## src/rtl/gcd_pkg.sv

```systemverilog
// Shared definitions for the fraction-reduction stage behind the GCD calculator.
package gcd_pkg;

  typedef enum logic [1:0] {
    S_IDLE = 2'd0,
    S_DIV  = 2'd1,
    S_MUL  = 2'd2,
    S_OUT  = 2'd3
  } state_t;

  localparam int unsigned DEFAULT_W = 8;

  // Bits needed to hold a count of 0..v-1 (never less than one bit).
  function automatic int unsigned clog2(input int unsigned v);
    int unsigned r;
    r = 0;
    for (int unsigned i = 0; i < 32; i++) begin
      if ((64'd1 << i) < 64'(v)) r = i + 1;
    end
    return (r == 0) ? 1 : r;
  endfunction

endpackage

```

## src/rtl/gcd_div_step.sv

```systemverilog
// One restoring-division step: shift in the next dividend bit, subtract the divisor if it fits.
module gcd_div_step #(
  parameter int unsigned W = 8
) (
  input  logic [W:0]   rem,
  input  logic         din,
  input  logic [W-1:0] divisor,
  output logic [W:0]   rem_nx,
  output logic         q_bit
);

  logic [W+1:0] sh;

  always_comb begin
    sh     = {rem, din};
    q_bit  = (sh >= {2'b00, divisor});
    rem_nx = q_bit ? (W+1)'(sh - {2'b00, divisor}) : (W+1)'(sh);
  end

endmodule

```

## src/rtl/gcd_frac_reduce.sv

```systemverilog
// Reduces num/den by a supplied gcd and forms the LCM with a serial divider and multiplier.
module gcd_frac_reduce
  import gcd_pkg::*;
#(
  parameter int unsigned W = DEFAULT_W
) (
  input  logic           clock,
  input  logic           reset,
  input  logic           in_valid,
  output logic           in_ready,
  input  logic [W-1:0]   in_num,
  input  logic [W-1:0]   in_den,
  input  logic [W-1:0]   in_gcd,
  output logic           out_valid,
  input  logic           out_ready,
  output logic [W-1:0]   out_num,
  output logic [W-1:0]   out_den,
  output logic [2*W-1:0] out_lcm,
  output logic           out_err
);

  localparam int unsigned CW = clog2(W);

  state_t          state, state_nx;
  logic [CW-1:0]   cnt;
  logic [W-1:0]    a_sh, b_sh, g_q, den_q, q_a, q_b, mplier;
  logic [W:0]      rem_a, rem_b, rem_a_nx, rem_b_nx;
  logic            qa_bit, qb_bit, err_q, cnt_zero, g_zero, accept;
  logic [2*W-1:0]  mcand, acc, sum;
  logic [W-1:0]    q_a_nx, q_b_nx;

  gcd_div_step #(.W(W)) u_div_num (
    .rem(rem_a), .din(a_sh[W-1]), .divisor(g_q), .rem_nx(rem_a_nx), .q_bit(qa_bit)
  );

  gcd_div_step #(.W(W)) u_div_den (
    .rem(rem_b), .din(b_sh[W-1]), .divisor(g_q), .rem_nx(rem_b_nx), .q_bit(qb_bit)
  );

  assign in_ready  = (state == S_IDLE) && !reset;
  assign out_valid = (state == S_OUT);
  assign accept    = in_valid && in_ready;
  assign cnt_zero  = (cnt == '0);
  assign g_zero    = (g_q == '0);
  assign q_a_nx    = (q_a << 1) | W'(qa_bit);
  assign q_b_nx    = (q_b << 1) | W'(qb_bit);
  assign sum       = acc + (mplier[0] ? mcand : '0);

  always_comb begin
    state_nx = state;
    case (state)
      S_IDLE: if (accept)    state_nx = S_DIV;
      S_DIV:  if (cnt_zero)  state_nx = S_MUL;
      S_MUL:  if (cnt_zero)  state_nx = S_OUT;
      S_OUT:  if (out_ready) state_nx = S_IDLE;
      default:               state_nx = S_IDLE;
    endcase
  end

  always_ff @(posedge clock) begin
    if (reset) begin
      state   <= S_IDLE;
      cnt     <= '0;
      a_sh    <= '0;
      b_sh    <= '0;
      g_q     <= '0;
      den_q   <= '0;
      rem_a   <= '0;
      rem_b   <= '0;
      q_a     <= '0;
      q_b     <= '0;
      err_q   <= 1'b0;
      mplier  <= '0;
      mcand   <= '0;
      acc     <= '0;
      out_num <= '0;
      out_den <= '0;
      out_lcm <= '0;
      out_err <= 1'b0;
    end else begin
      state <= state_nx;
      case (state)
        S_IDLE: begin
          if (accept) begin
            a_sh  <= in_num;
            b_sh  <= in_den;
            g_q   <= in_gcd;
            den_q <= in_den;
            rem_a <= '0;
            rem_b <= '0;
            q_a   <= '0;
            q_b   <= '0;
            err_q <= (in_gcd == '0);
            cnt   <= CW'(W - 1);
          end
        end
        S_DIV: begin
          cnt  <= cnt - 1'b1;
          a_sh <= a_sh << 1;
          b_sh <= b_sh << 1;
          // Zero divisor keeps quotients at 0 but still spends W cycles for fixed latency.
          if (!g_zero) begin
            rem_a <= rem_a_nx;
            rem_b <= rem_b_nx;
            q_a   <= q_a_nx;
            q_b   <= q_b_nx;
          end
          if (cnt_zero) begin
            cnt    <= CW'(W - 1);
            err_q  <= err_q | (!g_zero && ((rem_a_nx != '0) || (rem_b_nx != '0)));
            mplier <= g_zero ? '0 : q_a_nx;
            mcand  <= {{W{1'b0}}, den_q};
            acc    <= '0;
          end
        end
        S_MUL: begin
          cnt    <= cnt - 1'b1;
          acc    <= sum;
          mcand  <= mcand << 1;
          mplier <= mplier >> 1;
          if (cnt_zero) begin
            out_num <= q_a;
            out_den <= q_b;
            out_lcm <= sum;
            out_err <= err_q;
          end
        end
        default: ;
      endcase
    end
  end

endmodule

```

## config.mk

```make
export PLATFORM = sky130hd
export DESIGN_NAME = gcd_frac_reduce
export DESIGN_NICKNAME = d
export VERILOG_FILES = /design/src/rtl/gcd_pkg.sv /design/src/rtl/gcd_div_step.sv /design/src/rtl/gcd_frac_reduce.sv
export SDC_FILE = /design/constraint.sdc
export NUM_CORES = 1
export LEC_CHECK = 0
export CAP_MARGIN = 20
export CELL_PAD_IN_SITES_DETAIL_PLACEMENT = 0
export CELL_PAD_IN_SITES_GLOBAL_PLACEMENT = 2
export CORE_MARGIN = 8
export CORE_UTILIZATION = 39
export CTS_BUF_LIST = sky130_fd_sc_hd__clkbuf_8
export CTS_CLUSTER_SIZE = 12
export DETAILED_ROUTE_END_ITERATION = 7
export GPL_TIMING_DRIVEN = 1
export MAX_ROUTING_LAYER = met4
export PLACE_DENSITY_LB_ADDON = 0.1
export SLEW_MARGIN = 25
export SYNTH_ARGS = -nofsm -noshare
export SYNTH_HDL_FRONTEND = slang
export SYNTH_SLANG_ARGS = --single-unit
```

## constraint.sdc

```tcl
create_clock -name clock -period 5.9 [get_ports clock]
set_input_delay 0.59 -clock clock [delete_from_list [all_inputs] [get_ports clock]]
set_output_delay 0.59 -clock clock [all_outputs]
set_load 0.01 [all_outputs]
```

==> impl_metrics.py <==
metrics = {
    "finish": {
        "nets": 1003,
        "final_area_um2": 8608,
        "diodes": 0,
        "regArea_um2": 2903,
        "area.growth.synth_to_final_pct": 16.49,
        "multi_input_area_um2": 4184,
        "layout-drive-gt1-share_pct": 7.392,
        "fillers": 1872,
    },
    "clock_tree": {
        "clockBufferDepth": 2,
        "cts_buffers": 17,
        "cts.sinks": 145,
        "cts_setup_buffers": 0,
        "cts_root_buf": "clkbuf_8",
        "cts_tree": "yes",
        "clk_pin_slew_ns": 0.09,
        "clk_latency_ns": 0.45,
        "cts.hold.buffers_added": 0,
        "htreeDepth": 4,
        "cts_resized": 0,
    },
    "run_status": {
        "status": "finished, final reports clean",
    },
    "synth": {
        "synthMuxAreaShare_pct": 4.436,
        "avgSynthCellArea_um2": 8.275,
        "synthesis.nets": 962,
        "ys_seq_area_share_pct": 39.28,
        "synth_async_sr_flop_share_pct": 0,
        "synth_edf_count": 0,
        "yosysTopAreaCellShare_pct": 39.28,
        "synth_top_cell_by_area": "dfxtp_1",
        "ys_top_cells_by_area": "dfxtp_1, ha_1, nor2_1",
        "synth_top_family_by_area": "compound AO/OA/AOI/OAI gates",
        "synthXorXnorAreaFrac_pct": 1.659,
        "synth_cells": 893,
        "yosysUniqueCellTypes": 65,
        "synth_compound_area_share_pct": 22.01,
        "ys.flop_type": "dfxtp_1",
        "syn_area_um2": 7390,
        "yosys.area_share.adder_pct": 7.247,
        "yosysWarnings": 0,
        "ys_ff_latch": 145,
        "synthSimpleGateAreaFrac_pct": 21.10,
    },
    "job": {
        "drv_cap": 0,
    },
    "drt": {
        "wl_per_cell_um": 16.36,
        "drtAntennaViolNets": 0,
        "drtIter0Drc": 381,
        "routed_wl_mm": 19.32,
        "firstDrtPassIters": 6,
        "via_per_inst": 5.466,
        "via_count": 6455,
        "drc": 0,
    },
    "timing": {
        "fin_setup_tns_ns": 0,
        "setup_violations": 0,
        "drv_slew": 0,
        "finalCritPeriodShare_pct": 53.76,
        "period_needed_ns": 3.172,
        "relSlewSlack_pct": 31.45,
        "rsz0062_at_grt": "no",
        "max_freq_mhz": 315.3,
        "tightest_slew_ns": 1.028,
        "finClkSkew_ns": 0.01397,
        "finalHoldViolations": 0,
    },
    "worst_hold_path": {
        "worstHoldPathType": "flop to flop",
    },
    "setup_path": {
        "endpoint_kind": "flop",
        "slowest_stage": "buf_4",
        "critical_path_required_ns": 6.27,
        "path_cells": "inv_1 > ha_2 > buf_4 > inv_1 > o21ai_2 > buf_4 > nand2_1 > buf_4 > nor2_1 > buf_4 > nand4_1 > a21oi_1",
        "cp_max_fo": 38,
        "critPathTopFamily": "buffers and inverters",
        "crit_path_start_kind": "flop",
        "cp.arrival_ns": 3.55,
        "crit_buf_inv": 6,
        "crit_top_cell": "buf_4",
        "cp_slowest_stage_delay_ns": 0.45,
        "critPathKind": "flop to flop",
    },
    "grt": {
        "grt-ovfl-total": 0,
        "grt_use_total_pct": 16.81,
        "first_global_vias": 6218,
        "antenna_found_initial": 0,
        "grt_max_degree": 99,
        "grt_pass1_wl_mm": 32.06,
    },
    "floorplan": {
        "num_rows": 50,
        "dieArea_um2": 23610,
        "die_h_um": 153.7,
        "core_um2": 18640,
        "start_util_pct": 39.64,
        "fp.dieW_um": 153.7,
        "io-pin-count": 63,
    },
    "placement": {
        "dpl.hpwl_mm": 13.75,
        "io_buffers": 62,
        "placed_area_um2": 8204,
        "place_congestion": 0.8742,
    },
    "power": {
        "power_w": 0.003537,
        "total_leakage_power_nw": 3.221,
        "vdd_drop_max_uv": 173.0,
        "p_per_area_nw_per_um2": 410.9,
    },
}
registers in the layout (all words and copies together), names as in the netlist, 2 cells and up:
signal	flops
out_num	8
a_sh	8
acc	16
cnt	3
q_a	8
rem_b	9
den_q	8
out_lcm	16
state	2
q_b	8
g_q	8
mplier	8
mcand	16
b_sh	8
rem_a	9
out_den	8
cell type report:
class	instances	share of cell area (%)
repair buffers	75	8.314
well taps	234	3.401
inverters	29	1.265
multi-input cells	666	48.60
clock inverters	15	1.977
flip-flops and latches	145	33.72
clock buffers	17	2.718
layer usage:
metal | share of wire [%] | vias to the layer above | track usage, %
li1 | - | 3296 | -
met1 | 51 | 3033 | 21.99
met2 | 45 | 109 | 26.15
met3 | 3.1 | 17 | 3.251
met4 | 1.3 | 0 | 4.526
met5 | 0 | - | -
through the flow:
step | worst slack (ns) | hold WS [ns] | util [%] | std cells
2_1_floorplan | 3.053 | 0.4315 | - | 893
3_5_place_dp | 2.574 | 0.4460 | 44.01 | 1149
3_3_place_gp | 2.664 | 0.4423 | 43.99 | 1149
4_1_cts | 2.664 | 0.4583 | 46.17 | 1181
6_report | 2.728 | 0.4557 | 46.17 | 1181
5_1_grt | 2.420 | 0.4820 | 46.17 | 1181
power by group:
group	internal [W]	switching, W
clock network	0.000388	0.000432
logic	0.000558	0.000931
registers	0.00112	0.000108
worst reg2reg max path, cell delays in order (launching register included):
cell     delay, ns
dfxtp_1       0.35
inv_1         0.10
ha_2          0.16
buf_4         0.45
inv_1         0.31
o21ai_2       0.18
buf_4         0.31
nand2_1       0.32
buf_4         0.32
nor2_1        0.16
buf_4         0.18
nand4_1       0.09
a21oi_1       0.16
placed cells by master (no fill, tap or decap), types with 27 or more instances in the layout:
| master | synthesis | routed |
|---|---|---|
| a211oi_1 | 27 | 27 |
| a21oi_1 | 71 | 71 |
| a22oi_1 | 36 | 36 |
| clkdlybuf4s50_1 | 0 | 61 |
| dfxtp_1 | 145 | 145 |
| ha_1 | 38 | 37 |
| inv_1 | 29 | 29 |
| nand2_1 | 112 | 111 |
| nand3_1 | 28 | 28 |
| nor2_1 | 113 | 113 |
kinds of logic (layout without fill, tap and decap cells):
group / count (synthesis) / in the layout
DFF: 145 / 145
buffers and inverters: 82 / 136
AOI/OAI and AO/OA: 238 / 238
adders and majority gates: 41 / 41
and+or+nand+nor: 341 / 341
muxes: 32 / 32
xor gates and xnor gates: 14 / 14
synthesized netlist by cell type, types with 4 or more instances:
| library cell | count |
|---|---|
| a21o_1 | 7 |
| nand4_1 | 5 |
| o31ai_1 | 8 |
| buf_1 | 5 |
| a211oi_1 | 27 |
| nor4_1 | 11 |
| a221oi_1 | 7 |
| or4_1 | 4 |
| o21a_1 | 13 |
| mux2i_1 | 26 |
| o2111ai_1 | 8 |
| and2_1 | 18 |
| clkbuf_1 | 47 |
| or3_1 | 5 |
| nand2_1 | 112 |
| or2_2 | 5 |
| and4_1 | 4 |
| xor2_1 | 9 |
| mux2_2 | 6 |
| nor2b_1 | 5 |
| nor2_1 | 113 |
| inv_1 | 29 |
| dfxtp_1 | 145 |
| nor3_1 | 16 |
| o21ai_0 | 17 |
| o311ai_0 | 4 |
| a22oi_1 | 36 |
| xnor2_1 | 5 |
| nand3_1 | 28 |
| a31oi_1 | 4 |
| ha_1 | 38 |
| a21oi_1 | 71 |
| a311o_1 | 4 |
path summary, 6_finish.rpt:
| check | from | end | slack, ns | cells after the start |
|---|---|---|---|---|
| min reg2reg | out_lcm[10]$_SDFFE_PP0P_ | out_lcm[10]$_SDFFE_PP0P_ | 0.46 | 2 |
| min | out_lcm[10]$_SDFFE_PP0P_ | out_lcm[10]$_SDFFE_PP0P_ | 0.46 | 2 |
| max reg2reg | state[1]$_SDFFE_PP0P_ | rem_a[7]$_SDFFE_PP0P_ | 2.73 | 12 |
| max | state[1]$_SDFFE_PP0P_ | rem_a[7]$_SDFFE_PP0P_ | 2.73 | 12 |
Note: power is estimated with default switching activity, not from simulation.
